$ cat src/rtl/csr_pipe_pkg.sv
// -----------------------------------------------------------------------------
// csr_pipe_pkg
//
// Shared definitions for the CSR execution pipe:
//   csr_op_e       funct3 encodings of the six Zicsr instructions
//   CSR_RO_PREFIX  top two CSR address bits that mark a read-only CSR
//   csr_entry_t    one queued result: CSR write side plus GPR writeback side
//
// The entry layout is fixed here, so the width parameters of exu_csr_pipe
// default to (and are expected to equal) the ENT_* widths below.
// -----------------------------------------------------------------------------
package csr_pipe_pkg;

    localparam int ENT_DATA_W     = 32;
    localparam int ENT_CSR_ADDR_W = 12;
    localparam int ENT_REG_ADDR_W = 5;

    localparam logic [1:0] CSR_RO_PREFIX = 2'b11;

    typedef enum logic [2:0] {
        CSR_RW  = 3'b001,
        CSR_RS  = 3'b010,
        CSR_RC  = 3'b011,
        CSR_RWI = 3'b101,
        CSR_RSI = 3'b110,
        CSR_RCI = 3'b111
    } csr_op_e;

    typedef struct packed {
        logic                      csr_we;
        logic [ENT_CSR_ADDR_W-1:0] csr_waddr;
        logic [ENT_DATA_W-1:0]     csr_wdata;
        logic                      reg_we;
        logic [ENT_REG_ADDR_W-1:0] reg_waddr;
        logic [ENT_DATA_W-1:0]     reg_wdata;
        logic                      illegal;
    } csr_entry_t;

    // Set/clear forms only write when they actually have bits to apply.
    function automatic logic op_is_conditional(input logic [2:0] op);
        return (op[1:0] == 2'b10) || (op[1:0] == 2'b11);
    endfunction

endpackage

$ cat src/rtl/csr_pipe_fifo.sv
// -----------------------------------------------------------------------------
// csr_pipe_fifo
//
// Generic DEPTH-entry synchronous FIFO with a synchronous flush.
// Control state (pointers, occupancy) resets asynchronously; the storage
// array is not reset because nothing downstream may look at it while empty.
//
// Ports:
//   clk, rst   clock, asynchronous active-high reset
//   push, din  write request and data (ignored when full and not popping)
//   pop        read request (ignored when empty)
//   flush      next edge empties the FIFO; push and pop are ignored
//   dout       head entry (only meaningful while empty is low)
//   count      occupancy, 0..DEPTH
//   empty/full occupancy flags
// -----------------------------------------------------------------------------
module csr_pipe_fifo #(
    parameter int WIDTH = 8,
    parameter int DEPTH = 2
) (
    input  logic                         clk,
    input  logic                         rst,
    input  logic                         push,
    input  logic [WIDTH-1:0]             din,
    input  logic                         pop,
    input  logic                         flush,
    output logic [WIDTH-1:0]             dout,
    output logic [$clog2(DEPTH+1)-1:0]   count,
    output logic                         empty,
    output logic                         full
);

    localparam int PTR_W = (DEPTH > 1) ? $clog2(DEPTH) : 1;
    localparam int CNT_W = $clog2(DEPTH + 1);

    logic [WIDTH-1:0] mem [DEPTH];
    logic [PTR_W-1:0] wr_ptr;
    logic [PTR_W-1:0] rd_ptr;
    logic [CNT_W-1:0] cnt;
    logic             do_push;
    logic             do_pop;

    // Pointers wrap at DEPTH, which need not be a power of two.
    function automatic logic [PTR_W-1:0] next_ptr(input logic [PTR_W-1:0] p);
        return (p == PTR_W'(DEPTH - 1)) ? '0 : p + PTR_W'(1);
    endfunction

    assign empty   = (cnt == '0);
    assign full    = (cnt == CNT_W'(DEPTH));
    assign do_pop  = pop & ~empty;
    // A push at full is only legal when the head leaves in the same cycle.
    assign do_push = push & (~full | do_pop);

    always_ff @(posedge clk or posedge rst) begin
        if (rst) begin
            wr_ptr <= '0;
            rd_ptr <= '0;
            cnt    <= '0;
        end else if (flush) begin
            wr_ptr <= '0;
            rd_ptr <= '0;
            cnt    <= '0;
        end else begin
            if (do_push) begin
                wr_ptr <= next_ptr(wr_ptr);
            end
            if (do_pop) begin
                rd_ptr <= next_ptr(rd_ptr);
            end
            case ({do_push, do_pop})
                2'b10:   cnt <= cnt + CNT_W'(1);
                2'b01:   cnt <= cnt - CNT_W'(1);
                default: cnt <= cnt;
            endcase
        end
    end

    always_ff @(posedge clk) begin
        if (do_push && !flush) begin
            mem[wr_ptr] <= din;
        end
    end

    assign dout  = mem[rd_ptr];
    assign count = cnt;

endmodule

$ cat src/rtl/exu_csr_pipe.sv
// -----------------------------------------------------------------------------
// exu_csr_pipe
//
// CSR execution unit of the EXU stage. Accepts Zicsr instructions over a
// valid/ready handshake, computes the new CSR value and the GPR writeback
// value (the old CSR value), flags illegal encodings and writes to read-only
// CSRs, and queues the result in a DEPTH-entry FIFO that drains to the
// writeback/CSR-file stage over a second valid/ready handshake.
//
// Ports:
//   clk, rst          clock, asynchronous active-high reset
//   req_valid_i/ready request handshake
//   op_i              funct3 (001 RW, 010 RS, 011 RC, 101 RWI, 110 RSI, 111 RCI)
//   src_i, zimm_i     rs1 value / 5-bit immediate
//   src_is_x0_i       rs1 index (or zimm) is zero
//   csr_addr_i        target CSR
//   csr_rdata_i       current CSR value, aligned with the request
//   reg_waddr_i       rd
//   flush_i           drops every queued entry and blocks the request
//   out_valid_o/ready result handshake
//   csr_we/waddr/wdata_o, reg_we/waddr/wdata_o, illegal_o  head entry fields,
//                     forced to zero while the FIFO is empty
//   csr_stall_o       request is waiting on ready
//   count_o           FIFO occupancy
// -----------------------------------------------------------------------------
module exu_csr_pipe
    import csr_pipe_pkg::*;
#(
    parameter int DATA_W     = ENT_DATA_W,
    parameter int CSR_ADDR_W = ENT_CSR_ADDR_W,
    parameter int REG_ADDR_W = ENT_REG_ADDR_W,
    parameter int DEPTH      = 2
) (
    input  logic                         clk,
    input  logic                         rst,
    input  logic                         req_valid_i,
    output logic                         req_ready_o,
    input  logic [2:0]                   op_i,
    input  logic [DATA_W-1:0]            src_i,
    input  logic [4:0]                   zimm_i,
    input  logic                         src_is_x0_i,
    input  logic [CSR_ADDR_W-1:0]        csr_addr_i,
    input  logic [DATA_W-1:0]            csr_rdata_i,
    input  logic [REG_ADDR_W-1:0]        reg_waddr_i,
    input  logic                         flush_i,
    output logic                         out_valid_o,
    input  logic                         out_ready_i,
    output logic                         csr_we_o,
    output logic [CSR_ADDR_W-1:0]        csr_waddr_o,
    output logic [DATA_W-1:0]            csr_wdata_o,
    output logic                         reg_we_o,
    output logic [REG_ADDR_W-1:0]        reg_waddr_o,
    output logic [DATA_W-1:0]            reg_wdata_o,
    output logic                         illegal_o,
    output logic                         csr_stall_o,
    output logic [$clog2(DEPTH+1)-1:0]   count_o
);

    localparam int CNT_W = $clog2(DEPTH + 1);

    logic [DATA_W-1:0] opnd;
    logic [DATA_W-1:0] new_val;
    logic              write_intent;
    logic              bad_op;
    logic              ro_csr;
    logic              illegal;
    csr_entry_t        req_entry;
    csr_entry_t        head_entry;
    csr_entry_t        head_vis;
    logic              push;
    logic              pop;
    logic              fifo_empty;
    logic              fifo_full;
    logic [CNT_W-1:0]  fifo_count;

    // Decode and compute: operand select, new CSR value, write intent.
    always_comb begin
        opnd         = op_i[2] ? DATA_W'(zimm_i) : src_i;
        new_val      = opnd;
        write_intent = 1'b1;
        bad_op       = 1'b0;
        case (op_i)
            CSR_RW, CSR_RWI: begin
                new_val = opnd;
            end
            CSR_RS, CSR_RSI: begin
                new_val = csr_rdata_i | opnd;
            end
            CSR_RC, CSR_RCI: begin
                new_val = csr_rdata_i & ~opnd;
            end
            default: begin
                bad_op = 1'b1;
            end
        endcase
        // Set/clear with a zero source is a pure read and must not write.
        if (op_is_conditional(op_i) && src_is_x0_i) begin
            write_intent = 1'b0;
        end
    end

    // Only an actual write to a read-only CSR traps; reading one is fine.
    assign ro_csr  = (csr_addr_i[CSR_ADDR_W-1 -: 2] == CSR_RO_PREFIX);
    assign illegal = bad_op | (write_intent & ro_csr);

    always_comb begin
        req_entry           = '0;
        req_entry.csr_we    = ~illegal & write_intent;
        req_entry.csr_waddr = csr_addr_i;
        req_entry.csr_wdata = new_val;
        req_entry.reg_we    = ~illegal & (reg_waddr_i != '0);
        req_entry.reg_waddr = reg_waddr_i;
        req_entry.reg_wdata = csr_rdata_i;
        req_entry.illegal   = illegal;
    end

    // Handshakes: a full FIFO still accepts when the head drains this cycle.
    assign req_ready_o = ~flush_i & (~fifo_full | out_ready_i);
    assign push        = req_valid_i & req_ready_o & ~flush_i;
    assign out_valid_o = ~fifo_empty;
    assign pop         = out_valid_o & out_ready_i;
    assign csr_stall_o = req_valid_i & ~req_ready_o;

    // ---- FIFO stage boundary: results appear at the head the cycle after accept
    csr_pipe_fifo #(
        .WIDTH ($bits(csr_entry_t)),
        .DEPTH (DEPTH)
    ) u_fifo (
        .clk   (clk),
        .rst   (rst),
        .push  (push),
        .din   (req_entry),
        .pop   (pop),
        .flush (flush_i),
        .dout  (head_entry),
        .count (fifo_count),
        .empty (fifo_empty),
        .full  (fifo_full)
    );

    // Stale storage must never leak out, so head fields read zero while empty.
    assign head_vis = out_valid_o ? head_entry : '0;

    assign csr_we_o    = head_vis.csr_we;
    assign csr_waddr_o = head_vis.csr_waddr;
    assign csr_wdata_o = head_vis.csr_wdata;
    assign reg_we_o    = head_vis.reg_we;
    assign reg_waddr_o = head_vis.reg_waddr;
    assign reg_wdata_o = head_vis.reg_wdata;
    assign illegal_o   = head_vis.illegal;
    assign count_o     = fifo_count;

endmodule
$ cat config.mk
export PLATFORM = sky130hd
export DESIGN_NAME = exu_csr_pipe
export DESIGN_NICKNAME = d
export VERILOG_FILES = /design/src/rtl/csr_pipe_pkg.sv /design/src/rtl/csr_pipe_fifo.sv /design/src/rtl/exu_csr_pipe.sv
export SDC_FILE = /design/constraint.sdc
export NUM_CORES = 1
export LEC_CHECK = 0
export ABC_AREA = 1
export ABC_CLOCK_PERIOD_IN_PS = 9400
export CAP_MARGIN = 20
export CORE_UTILIZATION = 52
export CTS_BUF_LIST = sky130_fd_sc_hd__clkbuf_8
export DETAILED_ROUTE_END_ITERATION = 6
export PLACE_DENSITY = 0.8
export RECOVER_POWER = 100
export SLEW_MARGIN = 40
export SYNTH_ARGS = -nofsm -noshare
export SYNTH_HDL_FRONTEND = slang
export SYNTH_HIERARCHICAL = 1
export SYNTH_SLANG_ARGS = --single-unit
$ cat constraint.sdc
create_clock -name clk -period 9.4 [get_ports clk]
set_input_delay 0.94 -clock clk [delete_from_list [all_inputs] [get_ports clk]]
set_output_delay 0.94 -clock clk [all_outputs]
set_load 0.005 [all_outputs]
Word level (Yosys, flattened, before mapping)
Memories as Yosys holds them, arrays and structs flattened.
Cells that the tools add are included.
- bits in registers: 4
- bits in writable memories: 168
- input bits: 95
- output and inout bits: 89
- logic and storage cells: 68
- memories kept: 1
- memories (name ; depth ; bits a word ; read ports ; clocked after Yosys merged registers in ; write ports ; line ; text):
    u_fifo.mem ; 2 ; 84 ; 1 ; 0 ; 1 ; csr_pipe_fifo.sv:36 ; logic [WIDTH-1:0] mem [DEPTH];
- add/subtract/negate cells: 4
- equal/unequal tests: 12
- mux-type cells: 15
- bitwise operators: 21
- reduce and logical (&&, ||, !) cells: 12
- operators by type and width (kind ; number):
    $mux 84 ; 1
    $pmux 32 s2 ; 1
    $and 32x32->32 ; 1
    $mux 32 ; 1
    $not 32->32 ; 1
    $or 32x32->32 ; 1
    $and 1x1->1 ; 10
    $eq 2x2->1 const B ; 5
    $mux 1 ; 10
    $eq 3x3->1 const B ; 3
    $eq 3x2->1 const B ; 2
    $reduce_or 6->1 ; 1
    $not 1->1 ; 5
    $reduce_bool 5->1 ; 1
    $pmux 2 s2 ; 1
    $reduce_bool 2->1 ; 2
    $reduce_or 2->1 ; 2
    $eq 3x1->1 const B ; 1
    $or 1x1->1 ; 3
    $reduce_bool 3->1 ; 1
    $add 1x1->1 const B ; 2
    $add 2x1->2 const B ; 1
    $eq 2x1->1 const B ; 1
    $logic_and 1x1->1 ; 2
    other kinds (5) ; 5

Depth between registers and ports, before layout
- depth after elaboration: 10
- mapped depth: 12
- gate-level depth less buffers: 12

Hierarchy
The synthesis kept the hierarchy.
- modules (own cells, without submodules) (module ; times used ; cells each ; area each (um^2) ; sequential area each (um^2)):
    csr_pipe_fifo ; 1 ; 480 ; 6334.8 ; 5144.9
    exu_csr_pipe ; 1 ; 332 ; 1376.3 ; 0.0

Least setup slack after synthesis
OpenSTA, ideal clock, no wires.
- path type: input to register
- start: in out_ready_i
- end: mem u_fifo/mem[1][0] in the netlist's numbering, enable pin
- library setup time: 629 ps
- arrival time: 7157 ps
- required time: 8771 ps
- slack: 1614 ps
- cell stages on the path: 5
- path through: inv_1 > a21oi_1 > and2_1 > o21ai_1 > nor3_1
- cells in the longest elaborated chain, start to end: 8
- elaborated cells between the ends (all ways): 11
- ends and longest elaborated chain (what ; line ; text):
    start, declared ; exu_csr_pipe.sv:47 ; input logic out_ready_i,
    $or 1x1->1 ; exu_csr_pipe.sv:118 ; assign req_ready_o = ~flush_i & (~fifo_full | out_ready_i);
    $and 1x1->1 ; exu_csr_pipe.sv:118 ;
    net req_ready_o ; exu_csr_pipe.sv:37 ; output logic req_ready_o,
    $and 1x1->1 (2 in series) ; exu_csr_pipe.sv:119 ; assign push = req_valid_i & req_ready_o & ~flush_i;
    net push ; exu_csr_pipe.sv:70 ; logic push;
    $and 1x1->1 ; csr_pipe_fifo.sv:52 ; assign do_push = push & (~full | do_pop);
    $logic_and 1x1->1 ; csr_pipe_fifo.sv:79 ; if (do_push && !flush) begin
    $mux 1 ; csr_pipe_fifo.sv:79 ;
    $mux 1 (not written as such) ; csr_pipe_fifo.sv:80 ; mem[wr_ptr] <= din;
    end, declared ; csr_pipe_fifo.sv:36 ;
The timed path passes the listed nets, and every way through them passes these cells.

==> impl_metrics.env <==
export IMPL_outcome="finished, violations left"
export IMPL_violations="capacitance limit, slew limit"
export IMPL_cts_setup_buffers=0
export IMPL_synth_mux_area_frac=0
export IMPL_finalMaxSlewViolations=151
export IMPL_max_slew_margin_rel=-0.7871
export IMPL_finalNonFillerCells=1178
export IMPL_grt_first_pass_wirelength_um=25660
export IMPL_start_util=0.5326
export IMPL_cts_tree="yes"
export IMPL_crit_path_end_kind="output pin"
export IMPL_min_to="u_fifo/wr_ptr"
export IMPL_die_area_sq_um=15320
export IMPL_die_x_um=123.8
export IMPL_fp_dieH_um=123.8
export IMPL_gp_congestion=0.7878
export IMPL_rows=44
export IMPL_ctsHoldBuffers=0
export IMPL_vdd_drop_max_mv=0.1069
export IMPL_r2r_end="u_fifo/mem[0][59]"
export IMPL_finClkSkew_ns=0.01090
export IMPL_wire_per_inst_um=14.27
export IMPL_slowest_delay_ns=1.95
export IMPL_clock_latency_ns=0.45
export IMPL_syn_inst=812
export IMPL_grt_util_all_layers=0.2275
export IMPL_clkPwrFrac=0.264
export IMPL_hpwl_um=10260
export IMPL_critPathRequiredTime_ns=8.46
export IMPL_fill_cells=1107
export IMPL_r2r_start="u_fifo/count[0]"
export IMPL_critPathBufInv=5
export IMPL_grt_pass1_vias=5221
export IMPL_placed_cell_area_sq_um=9619
export IMPL_rsz0062_at_grt="no"
export IMPL_ys_types=19
export IMPL_start_kind="register"
export IMPL_cts_repair_resize_count=0
export IMPL_clk_path_buf_depth=2
export IMPL_power_switching_mw=0.6187
export IMPL_cp_slowest_cell="clkbuf_1"
export IMPL_dp_slack_ns=5.776
export IMPL_ys_seq_area_frac=0.6672
export IMPL_syn_nets=907
export IMPL_cp_max_fo=85
export IMPL_clkTransAtPathRegs_ns=0.08
export IMPL_drive_gt1_frac=0.03924
export IMPL_fmax_mhz=168.3
export IMPL_dp_cells=1146
export IMPL_cts_max_level=4
export IMPL_synth_top_family_by_area="simple AND/OR/NAND/NOR gates"
export IMPL_power_total_mw=2.127
export IMPL_wirelength_um=16810
export IMPL_reg2reg_depth=10
export IMPL_crit_type="register to output pin"
export IMPL_first_pass_iters=5
export IMPL_nets=1076
export IMPL_io_pin_count=184
export IMPL_seqPwrFrac=0.421
export IMPL_yosys_area_share_simple=0.2324
export IMPL_synth_compound_area_frac=0.02077
export IMPL_finalHoldViolations=0
export IMPL_hp_class="register to register"
export IMPL_gr_total_overflow=0
export IMPL_drcViolationCount=0
export IMPL_synth_top_area_frac=0.6542
export IMPL_cts_sinks=172
export IMPL_synth_commonest_cells="nand2_1 (325), edfxtp_1 (168), inv_1 (106)"
export IMPL_synth_cell_area_sq_um=7711
export IMPL_syn_area_per_cell_sq_um=9.496
export IMPL_worst_slew_pin_slew_ns=2.681
export IMPL_powerDensity_nw_per_um2=211.7
export IMPL_setup_ws_ns=3.457
export IMPL_dr_total_vias=5734
export IMPL_diodes=0
export IMPL_syn2layout_area_growth_pct=30.31
export IMPL_antenna_found_initial=1
export IMPL_path_cells="buf_6 > inv_1 > clkbuf_1 > nand2_1 > nand2_1 > inv_1 > nor2_1 > dlygate4sd3_1"
export IMPL_cellInternalPower_mw=1.508
export IMPL_fin_tns_setup_ns=0
export IMPL_max_cap_viol_count=3
export IMPL_drtIter0Drc=427
export IMPL_clockRootBuffer="clkbuf_8"
export IMPL_p_comb_frac=0.314
export IMPL_routed_via_density=4.868
export IMPL_yosysTopAreaCell="edfxtp_1"
export IMPL_async_flop_share=0.02326
export IMPL_synth_adder_area_share=0
export IMPL_yosys_warnings=6
export IMPL_core_sq_um=14480
export IMPL_p_sw_frac=0.2908
export IMPL_io_buffers=183
export IMPL_ys_seq_elements=172
export IMPL_cts_buffers=17
export IMPL_cp_top_family="buffers and inverters"
export IMPL_ant_nets=0
export IMPL_design_area_sq_um=10050
export IMPL_synth_xor_area_share=0
export IMPL_grt_max_degree=86
export IMPL_hp_start="u_fifo/wr_ptr"
export IMPL_rrSetupSlack_ns=4.41
export IMPL_setup_viol=0
export IMPL_period_needed_ns=5.943
export IMPL_synthTopCellsByArea="edfxtp_1 (65%), nand2_1 (16%), inv_1 (5.2%)"
export IMPL_synth_edff_count=168
export IMPL_yosys_most_used_dff="edfxtp_1"
export IMPL_arrival_ns=5.00
export IMPL_synth_most_common_cell="nand2_1"
export IMPL_hold_path_cell_count=2
export IMPL_period_share=0.6322
export IMPL_p_leak_nw=4.457
==> power by group through the flow <==
| stage | Sequential (mW) | Combinational, mW | Clock, mW |
|---|---|---|---|
| 5_1_grt | 0.900 | 0.761 | 0.595 |
| 6_report | 0.896 | 0.669 | 0.562 |
| 3_3_place_gp | 0.913 | 0.717 | 0 |
| 2_1_floorplan | 0.915 | 0.340 | 0 |
| 3_5_place_dp | 0.914 | 0.728 | 0 |
| 4_1_cts | 0.897 | 0.734 | 0.570 |
==> cell families after synthesis <==
| kind of cell | count (synthesis) |
|---|---|
| AOI/OAI and AO/OA | 32 |
| DFF | 172 |
| and+or+nand+nor | 461 |
| buffers and inverters | 147 |
==> stage by stage <==
stage | hold WS [ns] | util
floorplan | 0.4765 | -
global placement | 0.4913 | 0.6636
detailed placement | 0.5242 | 0.6644
CTS | 0.5715 | 0.6946
global route | 0.6293 | 0.6940
finish | 0.5744 | 0.6940
==> worst max-delay path by stage <==
stage / startpoint / endpoint / depth (start not counted)
2_1_floorplan: out_ready_i / u_fifo/mem[1][0] / 5
3_3_place_gp: u_fifo/rd_ptr / csr_wdata_o[8] / 8
3_5_place_dp: u_fifo/rd_ptr / csr_waddr_o[8] / 8
4_1_cts: u_fifo/rd_ptr / reg_waddr_o[2] / 8
5_1_grt: u_fifo/rd_ptr / reg_waddr_o[2] / 8
6_report: u_fifo/rd_ptr / reg_waddr_o[2] / 8
==> worst min-delay path, delay by kind of cell, from the launching register on <==
kind	cells	cell delay, ns
DFF	1	0.35
and+or+nand+nor	2	0.19
==> cell usage in the layout, fill, tap and decap left out <==
master / synthesis / final
nand2_1: 325 / 325
edfxtp_1: 168 / 168
dlygate4sd3_1: 0 / 136
inv_1: 106 / 108
nor2_1: 92 / 92
clkdlybuf4s50_1: 0 / 46
nand3_1: 38 / 38
o21ai_0: 27 / 29
clkbuf_8: 0 / 17
bufinv_16: 0 / 5
nand2_2: 3 / 3
a21oi_1: 3 / 3
clkinv_1: 0 / 3
clkinv_2: 0 / 3
clkbuf_1: 2 / 3
dfrtp_1: 4 / 3
buf_6: 2 / 3
clkinvlp_4: 0 / 2
inv_2: 3 / 1
or2_2: 1 / 1
and2_1: 1 / 1
clkinv_4: 0 / 1
nor3_2: 0 / 1
clkinvlp_2: 0 / 1
dfrtp_2: 0 / 1
==> state kept, by name, summed over array words and instances, names as in the netlist <==
signal / cells
u_fifo/rd_ptr: 1
u_fifo/mem: 168
u_fifo/wr_ptr: 1
u_fifo/count: 2
==> routing by layer <==
metal,track usage,wire length (um)
met5,0,9
met4,0.08886,228
met3,0.04945,1105
met2,0.3757,8380
met1,0.2935,7084
==> final cells by class <==
class | count | area [sq um] | area share
Sequential cell | 172 | 5146 | 0.5121
Multi-Input combinational cell | 493 | 1957 | 0.1947
Timing Repair Buffer | 188 | 1867 | 0.1858
Inverter | 109 | 410.4 | 0.04084
Clock buffer | 17 | 234.0 | 0.02328
Tap cell | 184 | 230.2 | 0.02291
Clock inverter | 15 | 203.9 | 0.02030
Power figures use the tool's default switching activity.
